===== config.mk =====
export PLATFORM = sky130hd
export DESIGN_NAME = rca_multiword_seq
export DESIGN_NICKNAME = d
export VERILOG_FILES = /design/src/rtl/rca_multiword_seq.sv
export SDC_FILE = /design/constraint.sdc
export NUM_CORES = 1
export LEC_CHECK = 0
export BUFFER_PORTS_ARGS = -buffer_cell sky130_fd_sc_hd__buf_4
export CAP_MARGIN = 10
export CELL_PAD_IN_SITES_DETAIL_PLACEMENT = 2
export CELL_PAD_IN_SITES_GLOBAL_PLACEMENT = 2
export CORE_ASPECT_RATIO = 0.5
export CORE_UTILIZATION = 29
export CTS_CLUSTER_SIZE = 40
export DETAILED_ROUTE_END_ITERATION = 16
export GPL_TIMING_DRIVEN = 1
export PLACE_DENSITY_LB_ADDON = 0.05
export RECOVER_POWER = 50
export SLEW_MARGIN = 30
export SYNTH_ARGS = -nofsm -noshare
export SYNTH_HDL_FRONTEND = slang
export SYNTH_SLANG_ARGS = --single-unit

===== constraint.sdc =====
create_clock -name clk -period 1.8 [get_ports clk]
set_input_delay 0.09 -clock clk [delete_from_list [all_inputs] [get_ports clk]]
set_output_delay 0.09 -clock clk [all_outputs]
set_load 0.005 [all_outputs]

===== src/rtl/rca_multiword_seq.sv =====
// Multi-word adder sequencer. It adds two WIDTH-bit operands using one external
// SLICE-bit ripple-carry adder slice, one slice per clock cycle. The least
// significant slice goes first, and the carry is held in a register between slices.
// WIDTH must be an integer multiple of SLICE.
module rca_multiword_seq #(
  parameter int WIDTH = 16,
  parameter int SLICE = 4
) (
  input  logic             clk,
  input  logic             rst_n,
  input  logic             start,
  input  logic [WIDTH-1:0] A,
  input  logic [WIDTH-1:0] B,
  input  logic             Cin,
  output logic             busy,
  output logic             done,
  output logic [WIDTH-1:0] SUM,
  output logic             CARRY,
  output logic             OVF,
  output logic [SLICE-1:0] slice_a,
  output logic [SLICE-1:0] slice_b,
  output logic             slice_cin,
  input  logic [SLICE-1:0] slice_sum,
  input  logic             slice_cout
);

  localparam int NSLICE = WIDTH / SLICE;
  localparam int IDXW   = (NSLICE > 1) ? $clog2(NSLICE) : 1;
  localparam logic [IDXW-1:0] LAST_IDX = IDXW'(NSLICE - 1);

  typedef enum logic [1:0] {IDLE, RUN, DONE} state_t;

  state_t           state;
  logic [IDXW-1:0]  idx;
  logic             carry_reg;
  logic [WIDTH-1:0] a_reg;
  logic [WIDTH-1:0] b_reg;

  // Present the current slice to the external adder only while running.
  // Outside RUN the slice lines are held at zero.
  always_comb begin
    slice_a   = '0;
    slice_b   = '0;
    slice_cin = 1'b0;
    if (state == RUN) begin
      slice_a   = a_reg[int'(idx)*SLICE +: SLICE];
      slice_b   = b_reg[int'(idx)*SLICE +: SLICE];
      slice_cin = carry_reg;
    end
  end

  // Sequencer FSM. busy and done are registered, and they change on the same
  // edges as the state.
  always_ff @(posedge clk or negedge rst_n) begin
    if (!rst_n) begin
      state     <= IDLE;
      busy      <= 1'b0;
      done      <= 1'b0;
      SUM       <= '0;
      CARRY     <= 1'b0;
      OVF       <= 1'b0;
      idx       <= '0;
      carry_reg <= 1'b0;
      a_reg     <= '0;
      b_reg     <= '0;
    end else begin
      case (state)
        IDLE: begin
          done <= 1'b0;
          if (start) begin
            a_reg     <= A;
            b_reg     <= B;
            carry_reg <= Cin;
            idx       <= '0;
            busy      <= 1'b1;
            state     <= RUN;
          end
        end
        RUN: begin
          SUM[int'(idx)*SLICE +: SLICE] <= slice_sum;
          carry_reg <= slice_cout;
          idx       <= idx + 1'b1;
          if (idx == LAST_IDX) begin
            CARRY <= slice_cout;
            // Signed overflow: both operands have the same sign, but the result has the other sign.
            OVF   <= (a_reg[WIDTH-1] == b_reg[WIDTH-1]) &&
                     (slice_sum[SLICE-1] != a_reg[WIDTH-1]);
            busy  <= 1'b0;
            done  <= 1'b1;
            state <= DONE;
          end
        end
        DONE: begin
          done <= 1'b0;
          // A start in the DONE cycle is accepted, which allows back-to-back operations.
          if (start) begin
            a_reg     <= A;
            b_reg     <= B;
            carry_reg <= Cin;
            idx       <= '0;
            busy      <= 1'b1;
            state     <= RUN;
          end else begin
            state <= IDLE;
          end
        end
        default: begin
          busy  <= 1'b0;
          done  <= 1'b0;
          state <= IDLE;
        end
      endcase
    end
  end

endmodule


Word-level counts from Yosys, hierarchy flattened. Index checks and enable logic that the tools add are counted.

Bits in registers: 57. Bits of input ports: 41. Output and inout port bits: 29. Word-level logic and storage cells: 50.

Add/subtract/negate cells: 2. Equal/unequal tests: 8. Shifts and indexed selects: 4. Multiplexer cells: 17. Reduce and logical (&&, ||, !) cells: 9.

Operators with widths (count): 4-bit negation with 33-bit output (1); 4-bit by 33-bit variable shift with 16-bit output, first input constant (1); 4-bit by 33-bit indexed part select with 16-bit output (1); 16-bit by 5-bit indexed part select with 4-bit output (2); 16-bit bitwise mux (1); 2-bit AND reduction (5); 4-bit two-way mux (2); 1-bit two-way mux (7); 2-bit two-way mux (3); 2-bit case mux with 3 select lines (1); 2-bit equality test, second input constant (2); 2-bit by 1-bit != test with 1-bit output, second input constant (2); 1-bit case mux with 2 select lines (2); 2-bit case mux with 2 select lines (1); 2-bit by 1-bit adder with 2-bit output, second input constant (1); 2-bit by 1-bit equality test with 1-bit output, second input constant (1); 2-bit logical NOT (1); 2-bit != test, second input constant (1); 2-bit nonzero test (1); 2-bit OR reduction (1); 1-bit equality test (1); 1-bit logical AND (1); 1-bit != test (1).

Longest topological paths before layout. Gate-level depths: netlist (run 1).

Depth after elaboration: 4. Gate-level depth with buffers: 7. Gate-level depth less buffers: 5.

Worst setup path after synthesis (run 1). OpenSTA, ideal clock, no wires.

Kind: register to register. From: register idx[1]. To: register SUM[12]. Setup time: 0.066 ns. Arrival: 1.751 ns. Required time: 1.734 ns. Slack: -0.017 ns. Stages on the path, launching flop included: 7. Buffers on the path: 1. Period minus slack after synthesis: 1.817 ns. Path through: dfrtp_1 > clkbuf_1 > inv_1 > ha_1 > or2_2 > nor4_4 > a22o_1.

Word-level cells in the longest chain between the ends: 3. Elaborated cells between the ends (all ways): 4. Those cells by class: add/sub (1); shift (2); mux (1).

RTL lines: start: declaration (RTL line 34) `logic [IDXW-1:0] idx;`; start signal: assignment (RTL line 82) `idx <= idx + 1'b1;`; 4-bit negation with 33-bit output (*) (RTL line 80) `SUM[int'(idx)*SLICE +: SLICE] <= slice_sum;`; 4-bit by 33-bit indexed part select with 16-bit output or 4-bit by 33-bit variable shift with 16-bit output (tied branches) (RTL line 80); 16-bit bitwise mux (*) (RTL line 80); end signal: indexed assignment (RTL line 80); end: declaration (RTL line 17) `output logic [WIDTH-1:0] SUM,`.

Mark *: on every way between the ends. The rest lies on a longest branch, timed or not. A chain may end at the register's enable or synchronous reset.

Final worst setup path (run 1).
From: register idx[0]. To: output port slice_a[1].

Word-level cells in the longest chain between the ends: 2.

RTL lines: 16-bit by 5-bit indexed part select with 4-bit output (RTL line 46) `slice_a = a_reg[int'(idx)*SLICE +: SLICE];`; 4-bit two-way mux (RTL line 45) `if (state == RUN) begin`; end: declaration (RTL line 20) `output logic [SLICE-1:0] slice_a,`.

Every way passes these cells.

==> results of run 1 <==
## per-layer routing
metal	GRT usage [%]	wire length [um]	vias to the layer above
met4	5.062	86	0
met3	5.629	329	10
met5	0	0	-
met2	31.75	3808	53
met1	22.57	3649	1149
li1	-	-	1078
## logic make-up after synthesis
group,share of synthesized area (%)
buffers and inverters,3.765
AOI/OAI and AO/OA,6.054
muxes,8.246
and+or+nand+nor,25.21
adders and majority gates,2.383
DFF,54.34
## report_power, final
part           internal, uW  total, uW  switching, uW
sequential             1890       2300            418
combinational          1790       3180           1380
clock                   949       1520            569
total                  4630       7000           2370
## synthesized netlist by cell type (2+ instances only)
cell type / count
a21oi_1: 2
a22o_1: 8
and2_1: 9
buf_2: 6
clkbuf_1: 4
dfrtp_1: 57
ha_1: 5
inv_1: 4
mux4_1: 4
mux4_2: 4
nand2_1: 114
nand2b_1: 2
nand3b_1: 4
nor2_1: 4
nor2b_1: 3
nor4b_4: 2
o21ai_0: 11
## worst min-delay path by stage
stage | depth (start not counted) | end | slack, ns
3_5_place_dp | 1 | SUM[9] | 0.22
3_3_place_gp | 1 | SUM[11] | 0.21
5_1_grt | 2 | SUM[2] | 0.01
6_report | 2 | CARRY | 0.02
4_1_cts | 2 | CARRY | 0.01
2_1_floorplan | 0 | CARRY | -0.21
## layout make-up
class,instances,area [um^2]
clock inverters,4,20.02
clock buffers,11,242.7
multi-input cells,182,1139
repair buffers,121,1039
inverters,4,18.77
well taps,117,146.4
flip-flops and latches,57,1428
fillers,914,4706
## metrics by stage
stage	TNS [ns]	hold slack, ns	cells	worst slack (ns)	util, %
finish	0	0.02098	496	0.03334	46.15
global route	-0.2517	0.01192	496	-0.03566	46.15
CTS	-0.08421	0.01167	493	-0.02500	45.02
detailed placement	0	0.2153	441	0.1288	37.89
global placement	0	0.2114	441	0.2196	37.89
floorplan	0	-0.2056	256	0.01328	-
## repair_timing
item	4_1_cts	5_1_grt
hold buffers	33	0
setup buffers	3	3
hold endpoints to repair	89	0
pin swaps	0	14
gates cloned	1	0
endpoints found under the setup margin	8	18
gates resized for setup	8	29
==> results.yml, run 1 <==
placement:
  place_congestion: 0.7325
  port-buffer-count: 69
  hpwl_mm: 5.217
  placed_cell_area_mm2: 0.003311
floorplan:
  core_mm2: 0.008738
  ios: 70
  die_h_um: 69.28
  std_cell_rows: 24
  initial_core_util_pct: 30.04
  dieArea_mm2: 0.009460
  die_w_um: 136.6
cells_and_area:
  stdcell_area_mm2: 0.004033
  drive_gt1_share_pct: 34.30
  nets: 421
  layout_commonest_cell: "nand2_1"
  syn2layout_area_growth_pct: 53.62
  final_cell_mix: "114 x nand2_1, 56 x dfrtp_1, 56 x buf_4, 33 x dlygate4sd3_1, 19 x clkbuf_4"
  antenna-diode-count: 0
synthesis:
  synth_edf_count: 0
  ys_seq_elements: 57
  yosysWarnings: 0
  ys_seq_area_share_pct: 54.34
  synth.distinct_cells: 30
  yosys-top-cells-area: "dfrtp_1 54%, nand2_1 16%, mux4_1 4.0%"
  syn_area_mm2: 0.002625
  synth_top_area_share_pct: 54.34
  syn_area_per_cell_um2: 10.25
  synth_nets: 302
  syn-instance-count: 256
  ys_async_sr_fraction_pct: 100.0
  ys.flop_type: "dfrtp_1"
  yosysTopAreaCell: "dfrtp_1"
cts:
  clock-sinks: 57
  numCtsBuffers: 9
  htreeDepth: 3
  cts_tree: "done"
  cts-root-buf: "clkbuf_16"
  clkTransAtPathRegs_ns: 0.05
  clockBufferDepth: 2
  clk-insertion-delay-late_ns: 0.33
global_routing:
  grt_usage_pct: 18.55
  antenna_found_initial: 0
  grt_pass1_vias: 2557
  grt_pass1_wl_mm: 13.03
  grt_max_degree: 58
  grt_overflow: 0
drt:
  antenna_left: 0
  via_count: 2290
  wl_per_cell_um: 15.88
  drt_wl_total_mm: 7.874
  drc_errors: 0
  drtIter0Drc: 76
  first_pass_iters: 4
  viasPerCell: 4.617
sta:
  period_needed_ns: 1.767
  final.setup_skew_ns: 0.004593
  hold_viol: 0
  fin_crit_sh_pct: 98.15
  worst_pin_slew_ns: 1.319
  finalSetupViolCount: 0
  rsz0062_at_grt: "yes"
  drv_slew: 0
  fmax_ghz: 0.5660
  slew_headroom_pct: 12.10
critical_path:
  path_buf_inv: 2
  crit_arrival_ns: 1.68
  crit_fanout: 5
  cp_slowest_cell: "mux4_2"
  worstSetupEndpoint: "slice_a[1]"
  critPathRequiredTime_ns: 1.71
  rr_worst_depth: 6
  timing.rr.start: "idx[0]"
  startpoint_type: "flip-flop"
  startpoint: "idx[0]"
  r2r_slack_ns: 0.07
  end_kind: "primary output"
  r2r_end: "SUM[14]"
  path_depth: 4
  crit_type: "reg2out"
  crit_family: "multiplexers"
  path_cells: "buf_8 -> mux4_2 -> and2_4 -> buf_6"
  slowest_delay_ns: 0.50
power:
  power_density_mw_per_mm2: 1735
  power_uw: 6996
  ir_drop_v: 0.0005523
  power_leakage_uw: 0.001983
flow_run:
  drv_cap: 0
outcome:
  status: "completed"
worst_hold_path:
  min-delay-start: "slice_cout"
  hold_class: "in2reg"
Power figures use the tool's default switching activity.
==> run 2, diff against run 1 <==
--- a/config.mk
+++ b/config.mk
@@ -5,14 +5,14 @@
 export SDC_FILE = /design/constraint.sdc
 export NUM_CORES = 1
 export LEC_CHECK = 0
-export BUFFER_PORTS_ARGS = -buffer_cell sky130_fd_sc_hd__buf_4
 export CAP_MARGIN = 10
 export CELL_PAD_IN_SITES_DETAIL_PLACEMENT = 2
 export CELL_PAD_IN_SITES_GLOBAL_PLACEMENT = 2
 export CORE_ASPECT_RATIO = 0.5
-export CORE_UTILIZATION = 29
+export CORE_UTILIZATION = 34
 export CTS_CLUSTER_SIZE = 40
 export DETAILED_ROUTE_END_ITERATION = 16
+export DONT_BUFFER_PORTS = 1
 export GPL_TIMING_DRIVEN = 1
 export PLACE_DENSITY_LB_ADDON = 0.05
 export RECOVER_POWER = 50
==> run 2 against run 1 <==
Effect of this change: setup slack better by 0.021 ns; sequential cell count stayed put; non-clock buffer count shrank 68; clock power hardly changed; sequential share of layout area grew 5.9 points; cell count fell by 18%; worst hold slack got worse by 0.014 ns; utilization up 0.46 points; critical path type unchanged; largest power group is now sequential cells; highest routed layer unchanged.
==> results.yml, run 2 (synthesis results as in run 1) <==
cts:
  cts-root-buf: "clkbuf_16"
  clock-sinks: 57
  cts_tree: "done"
  clockBufferDepth: 2
  clk-insertion-delay-late_ns: 0.32
  clkTransAtPathRegs_ns: 0.05
  numCtsBuffers: 9
  htreeDepth: 3
cells_and_area:
  syn2layout_area_growth_pct: 31.46
  n_fill_cell: 757
  fin_util_pct: 46.60
  drive_gt1_share_pct: 13.46
  layout_commonest_cell: "nand2_1"
  antenna-diode-count: 0
  fin_cells: 408
  final_cell_mix: "114 x nand2_1, 57 x dfrtp_1, 40 x dlygate4sd3_1, 11 x o21ai_0, 11 x buf_4"
  nets: 353
  area.sequential_mm2: 0.001426
  multi_input_area_mm2: 0.001106
global_routing:
  grt_overflow: 0
  grt_usage_pct: 20.47
  grt_pass1_wl_mm: 12.09
  grt_max_degree: 58
  grt_pass1_vias: 2284
  antenna_found_initial: 0
floorplan:
  ios: 70
  dieArea_mm2: 0.008097
  std_cell_rows: 22
  core_mm2: 0.007405
  initial_core_util_pct: 35.45
  die_h_um: 64.13
  die_w_um: 126.3
power:
  p_int_uw: 3948
  power_leakage_uw: 0.001651
  clkPwrFrac_pct: 25.4
  ir_drop_v: 0.0006312
  combPwrFrac_pct: 36.6
  p_seq_share_pct: 38.0
  p_sw_uw: 2156
  power_density_mw_per_mm2: 1769
  power.share.switching_pct: 35.32
drt:
  via_count: 2021
  first_pass_iters: 3
  wl_per_cell_um: 17.80
  viasPerCell: 4.953
  drc_errors: 0
  drt_wl_total_mm: 7.261
  antenna_left: 0
  drtIter0Drc: 81
critical_path:
  end_kind: "primary output"
  startpoint_type: "flip-flop"
  cp_slowest_cell: "mux4_1"
  crit_fanout: 10
  crit_arrival_ns: 1.66
  critPathRequiredTime_ns: 1.71
  timing.rr.start: "idx[0]"
  r2r_end: "SUM[11]"
  rr_worst_depth: 5
  crit_type: "reg2out"
  path_cells: "buf_12 -> mux4_1 -> and2_4"
  r2r_slack_ns: 0.12
  slowest_delay_ns: 0.55
worst_hold_path:
  hold_class: "in2reg"
  hold-path-endpoint: "OVF"
  min_path_cells: 2
  min-delay-start: "slice_sum[3]"
sta:
  final.setup_skew_ns: 0.003147
  fin_crit_sh_pct: 97.01
  timing.hold.ws_ns: 0.007394
  rsz0062_at_grt: "yes"
  fmax_ghz: 0.5727
  slew_headroom_pct: 12.92
  finalSetupViolCount: 0
  hold_viol: 0
  period_needed_ns: 1.746
  drv_slew: 0
  worst_pin_slew_ns: 1.306
placement:
  port-buffer-count: 0
  hpwl_mm: 4.618
  place_inst: 349
  place_congestion: 0.6904
outcome:
  status: "completed"
flow_run:
  drv_cap: 0
-- run 2: changes by cell type in the layout (fill, tap and decap cells not counted), sizes merged --
cell / change
buf: -55
clkbuf: -18
clkinv: -1
clkinvlp: -1
dlygate4sd3: +7
inv: +1
-- run 2: worst max-delay path by stage --
stage,from,endpoint,depth (start not counted)
4_1_cts,idx[0],slice_b[3],3
6_report,idx[0],slice_b[0],3
2_1_floorplan,idx[0],SUM[12],7
5_1_grt,idx[0],SUM[11],5
3_3_place_gp,idx[0],CARRY,4
3_5_place_dp,idx[0],SUM[0],5
-- run 2: critical path, delay by kind of cell (launching register included) --
kind	cells	cell delay (ns)
muxes	1	0.55
DFF	1	0.42
buffers and inverters	1	0.17
and+or+nand+nor	1	0.18
-- run 2: cell type report --
cell class                      count  share of cell area (%)
Multi-Input combinational cell    182                   32.05
Clock buffer                       13                   7.542
Clock inverter                      3                  0.4351
Timing Repair Buffer               53                   14.72
Tap cell                           96                   3.481
Sequential cell                    57                   41.33
Inverter                            4                  0.4351
-- run 2: timing repair --
item / CTS / global route
hold buffers: 41 / 0
buffers inserted: 0 / 2
resized for setup: 1 / 6
setup endpoints to repair: 4 / 12
hold endpoints to repair: 108 / 0
-- run 2: metrics by stage --
| step | TNS (ns) | power [uW] | setup WS [ns] | cell area [um^2] |
|---|---|---|---|---|
| 3_3_place_gp | 0 | 4249 | 0.2060 | 2739 |
| 3_5_place_dp | 0 | 4400 | 0.1118 | 2739 |
| 4_1_cts | 0 | 6126 | 0.01716 | 3446 |
| 6_report | 0 | 6103 | 0.05388 | 3451 |
| 5_1_grt | -0.06635 | 6571 | -0.01637 | 3451 |
| 2_1_floorplan | 0 | 3798 | 0.01328 | 2626 |
-- run 2: power groups by stage --
stage / Sequential (uW) / Clock, uW / Combinational, uW
after floorplan: 2170 / 0 / 1630
after global placement: 2310 / 0 / 1940
after detailed placement: 2350 / 0 / 2050
after CTS: 2330 / 1600 / 2200
after global routing: 2410 / 1640 / 2520
final: 2320 / 1550 / 2230
-- run 2: metal layers --
layer | wire (um) | share of wire (%) | up-vias | track usage [%]
li1 | - | - | 951 | -
met1 | 3148 | 43 | 1015 | 23.61
met2 | 3662 | 50 | 47 | 35.57
met3 | 373 | 5.1 | 8 | 7.705
met4 | 76 | 1.0 | 0 | 6.325
met5 | 0 | 0 | - | 0
